## config.mk

```make
export PLATFORM = sky130hd
export DESIGN_NAME = queue_tester
export DESIGN_NICKNAME = d
export VERILOG_FILES = /design/src/rtl/queue_tester.sv
export SDC_FILE = /design/constraint.sdc
export NUM_CORES = 1
export LEC_CHECK = 0
export CAP_MARGIN = 40
export CELL_PAD_IN_SITES_DETAIL_PLACEMENT = 1
export CELL_PAD_IN_SITES_GLOBAL_PLACEMENT = 1
export CORE_AREA = 3 3 89 91
export CTS_CLUSTER_SIZE = 10
export DETAILED_ROUTE_END_ITERATION = 16
export DIE_AREA = 0 0 92 94
export PLACE_DENSITY_LB_ADDON = 0.1
export SYNTH_ARGS = -nofsm -noshare
export SYNTH_HDL_FRONTEND = slang
export SYNTH_SLANG_ARGS = --single-unit
```

## constraint.sdc

```tcl
create_clock -name clk -period 3.5 [get_ports clk]
set_input_delay 1.05 -clock clk [delete_from_list [all_inputs] [get_ports clk]]
set_output_delay 1.05 -clock clk [all_outputs]
set_load 0.01 [all_outputs]
```

## src/rtl/queue_tester.sv

```systemverilog
// queue_tester: streams an index sequence into a queue and checks it on the way out.
// Optional macro QUEUE_TESTER_STALL_EN adds LFSR-driven dequeue backpressure.
module queue_tester #(
    parameter int WIDTH = 4,
    parameter int CNT_W = 8
) (
    input  logic             clk,
    input  logic             reset,
    input  logic             start,
    input  logic [CNT_W-1:0] count,
    output logic [WIDTH-1:0] din,
    output logic             enq_val,
    input  logic             enq_rdy,
    input  logic [WIDTH-1:0] dout,
    input  logic             deq_val,
    output logic             deq_rdy,
    output logic             busy,
    output logic             done,
    output logic             pass,
    output logic             timeout,
    output logic [CNT_W-1:0] err_count
);

    typedef enum logic [1:0] {
        IDLE = 2'd0,
        RUN  = 2'd1,
        DONE = 2'd2
    } state_t;

    state_t state;
    state_t state_nx;

    logic [CNT_W-1:0] cnt_q;
    logic [CNT_W-1:0] tx_idx;
    logic [CNT_W-1:0] rx_idx;
    logic [CNT_W-1:0] cnt_nx;
    logic [CNT_W-1:0] tx_nx;
    logic [CNT_W-1:0] rx_nx;
    logic [7:0]       wdog;

    logic accept;
    logic enq_fire;
    logic deq_fire;
    logic deq_ok;
    logic deq_good;
    logic deq_err;
    logic finish;
    logic expire;
    logic run_nx;
    logic stall_nx;

    assign accept   = start && (state != RUN);
    assign enq_fire = enq_val && enq_rdy;
    assign deq_fire = deq_val && deq_rdy;
    // A dequeue ahead of what was sent is bogus data: flag it, keep rx_idx.
    assign deq_ok   = rx_idx < tx_idx;
    assign deq_good = deq_fire && deq_ok;
    assign deq_err  = deq_fire && (!deq_ok || (dout != rx_idx[WIDTH-1:0]));
    assign finish   = (state == RUN) && (rx_idx == cnt_q);
    assign expire   = (state == RUN) && !finish && (wdog == 8'hFF);
    assign run_nx   = (state_nx == RUN);

`ifdef QUEUE_TESTER_STALL_EN
    logic [6:0] lfsr;
    logic [6:0] lfsr_nx;

    // x^7 + x^6 + 1, maximal length
    assign lfsr_nx  = (state == RUN) ? {lfsr[5:0], lfsr[6] ^ lfsr[5]} : lfsr;
    assign stall_nx = lfsr_nx[0];

    always_ff @(posedge clk) begin
        if (reset) begin
            lfsr <= 7'h5A;
        end else begin
            lfsr <= lfsr_nx;
        end
    end
`else
    assign stall_nx = 1'b0;
`endif

    always_ff @(posedge clk) begin
        if (reset) begin
            state <= IDLE;
        end else begin
            state <= state_nx;
        end
    end

    always_comb begin
        state_nx = state;
        unique case (state)
            IDLE:    if (start) state_nx = RUN;
            RUN:     if (finish || expire) state_nx = DONE;
            DONE:    if (start) state_nx = RUN;
            default: state_nx = IDLE;
        endcase
    end

    always_comb begin
        busy = (state == RUN);
        done = (state == DONE);
        pass = (state == DONE) && (err_count == '0) && !timeout;
    end

    always_comb begin
        cnt_nx = cnt_q;
        tx_nx  = tx_idx;
        rx_nx  = rx_idx;
        if (accept) begin
            cnt_nx = count;
            tx_nx  = '0;
            rx_nx  = '0;
        end else begin
            if (enq_fire) tx_nx = tx_idx + CNT_W'(1);
            if (deq_good) rx_nx = rx_idx + CNT_W'(1);
        end
    end

    // Handshake outputs are registered from next-cycle state.
    always_ff @(posedge clk) begin
        if (reset) begin
            cnt_q     <= '0;
            tx_idx    <= '0;
            rx_idx    <= '0;
            err_count <= '0;
            timeout   <= 1'b0;
            wdog      <= '0;
            enq_val   <= 1'b0;
            din       <= '0;
            deq_rdy   <= 1'b0;
        end else begin
            cnt_q  <= cnt_nx;
            tx_idx <= tx_nx;
            rx_idx <= rx_nx;
            if (accept) begin
                err_count <= '0;
                timeout   <= 1'b0;
                wdog      <= '0;
            end else begin
                if (deq_err && (err_count != '1)) begin
                    err_count <= err_count + CNT_W'(1);
                end
                if (expire) timeout <= 1'b1;
                if (state == RUN) begin
                    wdog <= (enq_fire || deq_fire) ? 8'd0 : wdog + 8'd1;
                end
            end
            enq_val <= run_nx && (tx_nx < cnt_nx);
            din     <= (run_nx && (tx_nx < cnt_nx)) ? tx_nx[WIDTH-1:0] : '0;
            deq_rdy <= run_nx && (rx_nx < cnt_nx) && !stall_nx;
        end
    end

endmodule

```

==> metrics <==
Area after DPL=0.003601 mm2; M1 WL=~4000 um; GP Congestion=0.9726; Cells after Synth=335; DR DRC count=0; Leakage=1.464 nW; clock sinks=49; post-layout min period=3.282 ns; Critical Path Start Type=primary input; core box area=~0.0072 mm2; CTS H-tree lvls=2; crit end category=flip-flop; total die area=0.008648 mm2; hold buffer count at cts=0; slowest stage delay, CP=around 0.55 ns; initial antenna violation count=0; vias in the first global route=2886; Slew @ Worst Pin=0.5244 ns; Final HPWL DP=7122 um; Main synth FF type=dfxtp_1; Final period util=0.9378; vias per cell=5.369; synth warn=0; Met3 Wirelength=244 um; CTS buffer count=5; commonest non-fill, non-tap cell in the layout=dfxtp_1; outcome=finished, final reports clean; Hold Crit Class=flip-flop to flip-flop; Design Area, Final=between 0.003 and 0.004 mm2; Worst-path clk slew=0.09 ns; I/O pin count=35; RSZ-0062 raised after global routing=no; via count=2722; Total Wirelength=8761 um; worst skew pair latency=0.32 ns; post-synthesis sequential area ratio=0.3422; #FFs+latches synth=between 40 and 50; Power Density=317.6 mW/mm2; Buffers on Ports=34; drt first pass iters=4; most frequent cells in the layout=49 x dfxtp_1, 42 x buf_4, 40 x nor2_1; VDD IR max=0.0001566 V; Cell variety after synth=54; total track usage=0.2148; Non-Filler Instances=507; Crit Path Class=primary input to flip-flop; max-cap viol count=0; global route overflow=0; setup violators final=0; placement row count=31; Final #Nets=between 400 and 500; Filler Cells Inserted=between 800 and 900; remaining antenna violation count=0; slowest CP cell=or4_4; CTS root buffer=clkbuf_8; Worst Path Required=3.71 ns; CP Max Fanout=6; f_max=between 300 and 400 MHz; die width=92 um; WHS=0.5071 ns; crit path DAT=between 3 and 4 ns; first-pass GRT wire length=about 14000 um; final core occ=0.5165; Post-Syn Area per Cell=8.557 um2; fin. max-slew vios=0; CTS tree=yes; crit-path leading delay family=simple AND/OR/NAND/NOR gates; Mapped Area=0.002866 mm2; Fin. Hold Viols=0; async set-reset flop share out of synthesis=0; max layer used=met4; largest net degree at the start of global routing=17; Rel. slew slack=0.6472; Max clock buf depth=2; worst-path cell chain=dlygate4sd2_1 > and2_4 > o211ai_1 > a21o_1 > or4_4 > a21oi_2 > ha_1 > and4_1 > nand3_1 > o21bai_1 > a2111oi_2; 1st-iter DRT viols=105; Post-Syn Nets=378; metal2 WL=4412 um; die height=roughly 94 um; area delta synth->final=29.99%; share of layout cells above drive strength 1=0.1691; Initial Util=0.3973; routed wire length per instance=17.28 um; worst clock skew=just under 0.009 ns; Post-synth EDFFs=0; number of placed instances, taps included=498; Overall Power=around 1.2 mW; n_diodes=0; Buf+Inv Stages, Crit Path=1
## kinds of logic (layout without fill, tap and decap cells)
kind of cell / after synthesis / in the layout / share of synthesized area
AND/OR/NAND/NOR: 134 / 134 / 0.2436
AO/OA/AOI/OAI: 60 / 60 / 0.1423
flip-flops: 49 / 49 / 0.3422
buffers and inverters: 30 / 103 / 0.04452
XOR/XNOR: 27 / 27 / 0.08249
adder cells (fa/ha/maj): 26 / 26 / 0.1135
multiplexers: 9 / 9 / 0.03143
## registers in the layout (all words and copies together), names as in the netlist
signal     count
din            4
wdog           8
cnt_q          8
rx_idx         8
state          2
tx_idx         8
enq_val        1
err_count      8
deq_rdy        1
timeout        1
## per-layer routing
layer  up-vias  track usage
li1       1339            -
met5         -            0
met2        52       0.3911
met1      1319       0.2580
met3        12      0.03045
met4         0      0.07302
## worst min-delay path, stage by stage (launching register included)
cell and delay, ns:
dfxtp_1 0.34, nand2_1 0.07, a21oi_1 0.06
## repair_timing
action | in CTS | in global routing
endpoints found under the setup margin | 1 | 4
gates resized for setup | 5 | 4
setup buffers | 1 | 0
## report_power, final
group / internal [mW] / switching, mW
Combinational: 0.119 / 0.127
Sequential: 0.573 / 0.0156
Clock: 0.139 / 0.209
Total: 0.831 / 0.352
## layout make-up
cell class | count | area (um2) | area share
Timing Repair Buffer | 77 | 674.4 | 0.1810
Tap cell | 99 | 123.9 | 0.03324
Inverter | 18 | 67.56 | 0.01813
Sequential cell | 49 | 980.9 | 0.2633
Clock inverter | 3 | 17.52 | 0.004701
Clock buffer | 5 | 68.82 | 0.01847
Multi-Input combinational cell | 256 | 1793 | 0.4812
## synthesized netlist by cell type, types with 4 or more instances
cell type / instances / area, um2
and2_1: 6 / 37.54
nor4_1: 9 / 56.30
nor3_1: 10 / 50.05
inv_1: 17 / 63.81
a21oi_1: 22 / 110.1
nor2_1: 41 / 153.9
dfxtp_1: 49 / 980.9
o31ai_1: 5 / 37.54
buf_2: 5 / 25.02
nand2_1: 17 / 63.81
o21ai_0: 6 / 30.03
mux2i_1: 9 / 90.09
o211ai_1: 6 / 45.04
xor2_1: 11 / 96.34
nor2b_1: 4 / 25.02
xnor2_1: 16 / 140.1
clkbuf_1: 5 / 18.77
nand3_1: 14 / 70.07
ha_1: 26 / 325.3
nand4_1: 5 / 31.28
or3_1: 8 / 50.05
## stage by stage
stage	setup WS, ns	TNS (ns)
after CTS	0.1978	0
final	0.2176	0
after global routing	0.001468	0
after global placement	-0.3139	-0.5380
after detailed placement	-0.4302	-0.8652
after floorplan	0.2000	0
## worst paths after layout
kind / slack (ns) / startpoint / cells after the start / endpoint
max reg2reg: 0.28 / tx_idx[7] / 12 / deq_rdy
min: 0.51 / wdog[1] / 2 / wdog[1]
max: 0.22 / deq_val / 11 / deq_rdy
min reg2reg: 0.51 / wdog[1] / 2 / wdog[1]
(Power assumes the default switching activity.)
==> edit (same flow settings) <==
The parameter `CNT_W` goes from 8 to 10.
--- a/src/rtl/queue_tester.sv
+++ b/src/rtl/queue_tester.sv
@@ -4,3 +4,3 @@
     parameter int WIDTH = 4,
-    parameter int CNT_W = 8
+    parameter int CNT_W = 10
 ) (
Ports: changed (resized count and err_count); port bits go from 35 to 39. No check against the original RTL was run, so the function may have changed too.
==> edit against the original RTL <==
The run now ends with setup timing left; worst setup slack lost 0.27 ns; register-to-register slack lost 0.33 ns; non-clock buffer count grew 14; power grew 47%; sequential cell count grew 8; combinational power grew 27%; clock power grew 110%; area after synthesis grew 16%; largest cell class unchanged; maximum frequency shrank 7.5%; final area grew 25%; clock skew grew 0.0046 ns; wire length grew 49%; highest routed layer unchanged; utilization grew 13 points.
==> edit: results (changes against the original RTL) <==
Clock tree
  • H-tree Lvls: 3 (was 2)
  • CTS Root Cell: clkbuf_8 (unchanged)
  • CTS Buffer Depth: 2 (unchanged)
  • TritonCTS buffer count: 9 (was 5)
  • Worst-Skew Late Latency: 0.35 ns (was 0.32 ns)
  • CTS clk-pin slew, worst paths: roughly 0.080 ns

Timing
  • Final worst-path setup slack: -0.0476 ns (was 0.218 ns)
  • Final setup violation count: 3 (was 0)
  • Fin Setup TNS: -0.0728 ns (was 0 ns)
  • Worst-Margin Slew: 0.952 ns (was 0.524 ns)
  • Setup Skew: 0.0132 ns (was 0.00866 ns)

GRT
  • Vias in the first global route: 3497 (was 2886)
  • Met1 Use GR: 30.2% (was 25.8%)
  • Most Crowded Layer GR: met2 (unchanged)
  • Grt met3 use: 3.53% (was 3.04%)
  • GR Util met2: 50.1% (was 39.1%)
  • Largest net degree at the start of global routing: 23 (was 17)
  • First-pass GRT wire length: 17.8 mm (was 14.4 mm)
  • GRT Resource Usage Total: 27.0% (was 21.5%)
  • Initial antenna violation count: 0 (unchanged)

Drt
  • Detailed Routing Iterations Pass 1: 5 (was 4)
  • Routed WL per cell: 22.5 µm (was 17.3 µm)
  • Total number of vias: 3421 (was 2722)
  • Initial detailed-routing violation count: 254 (was 105)

Synthesis
  • Top cells by area, synth: dfxtp_1, ha_1, xnor2_1 (was dfxtp_1, ha_1, nor2_1)
  • Ys Warns: 0 (unchanged)
  • Distinct cells, synth: 55 (was 54)
  • Seq/Total Area, Yosys: 34.4% (was 34.2%)
  • EDFF count, synth: 0 (unchanged)
  • Count leader, synth: nor2_1 (was dfxtp_1)
  • Dominant synthesized flop cell: dfxtp_1 (unchanged)
  • Post-Synthesis Cells: 387 (was 335)
  • Most frequent cells after synthesis: nor2_1, dfxtp_1, ha_1 (was dfxtp_1, nor2_1, ha_1)
  • Mapped Nets: 438 (was 378)
  • Synth async-reset ratio: 0% (unchanged)

Status
  • Status: finished, violations left (was complete, no violations)
  • Failing checks: setup timing

Final layout
  • Final net count: 527 (was 450)
  • Antenna diodes: 0 (unchanged)
  • Final std cells w/o fill: 580 (was 507)
  • Share of cells above drive strength 1: 25.6% (was 16.9%)

Critical path
  • Crit Path Max Fanout: 3 (was 6)
  • Critical Path AT: 3.79 ns (was 3.50 ns)

Pwr
  • Maximum vdd ir drop: 0.236 mV (was 0.157 mV)
  • Leakage: 1.87 nW (was 1.46 nW)

Placed design
  • DP Worst Slack: -0.565 ns (was -0.430 ns)
  • Gpl congestion: 0.826 (was 0.973)
  • Dpl cell area: 4090 µm² (was 3600 µm²)
  • # port buffers: 38 (was 34)
  • DP HPWL: 7.67 mm (was 7.12 mm)
  • Placed cells: 552 (was 498)

Min path
  • Hold Crit Class: reg -> reg (unchanged)
edit: worst paths after layout:
kind	start	endpoint	slack (ns)	cells after the start
setup / recovery	tx_idx[7]	deq_rdy	-0.05	15
hold / removal	wdog[1]	wdog[1]	0.48	2
setup reg to reg	tx_idx[7]	deq_rdy	-0.05	15
hold reg to reg	wdog[1]	wdog[1]	0.48	2
edit: repair_timing:
item / in CTS / in global routing
hold endpoints to repair: 0 / 0
resized for setup: 10 / 43
setup endpoints to repair: 5 / 6
hold buffers: 0 / 0
setup buffers: 4 / 8
pin swaps: 5 / 19
edit: final cells by class:
type                       count  area (µm²)
fill                         837        2550
multi-input combinational    296        2280
sequential                    57        1150
timing repair buffer          91         802
clock buffer                  10         138
tap                           99         124
clock inverter                 6        91.3
inverter                      21        78.8
edit: cells by family after synthesis:
kind of cell               Yosys count  synth area share, %
AOI/OAI and AO/OA                   53                 11.2
buffers and inverters               34                 4.07
muxes                               12                 3.62
and+or+nand+nor                    159                 24.2
adders and majority gates           32                 12.1
DFF                                 57                 34.4
xor gates and xnor gates            40                 10.5
edit: metal layers:
layer  up-vias  wire length [µm]
met1      1680              5000
met4         0               713
met2       148              6690
met3        65               638
li1       1528                 -
met5         -                 0
edit: where the power goes:
part | total, mW | internal, mW | switching (mW)
logic | 0.313 | 0.142 | 0.171
clock network | 0.734 | 0.421 | 0.313
registers | 0.688 | 0.666 | 0.0218
total | 1.74 | 1.23 | 0.506
edit: critical path, cell delays in order (launching register included):
cell and delay (ns):
dfxtp_2 0.38, inv_2 0.08, ha_4 0.25, a211o_4 0.35, a211oi_4 0.29, o21ai_4 0.15
buf_6 0.16, nor4b_1 0.41, buf_4 0.20, xnor2_1 0.14, nor2_1 0.07, ha_1 0.29
nand2_1 0.08, nor3_2 0.26, nand3_1 0.11, o211a_1 0.21
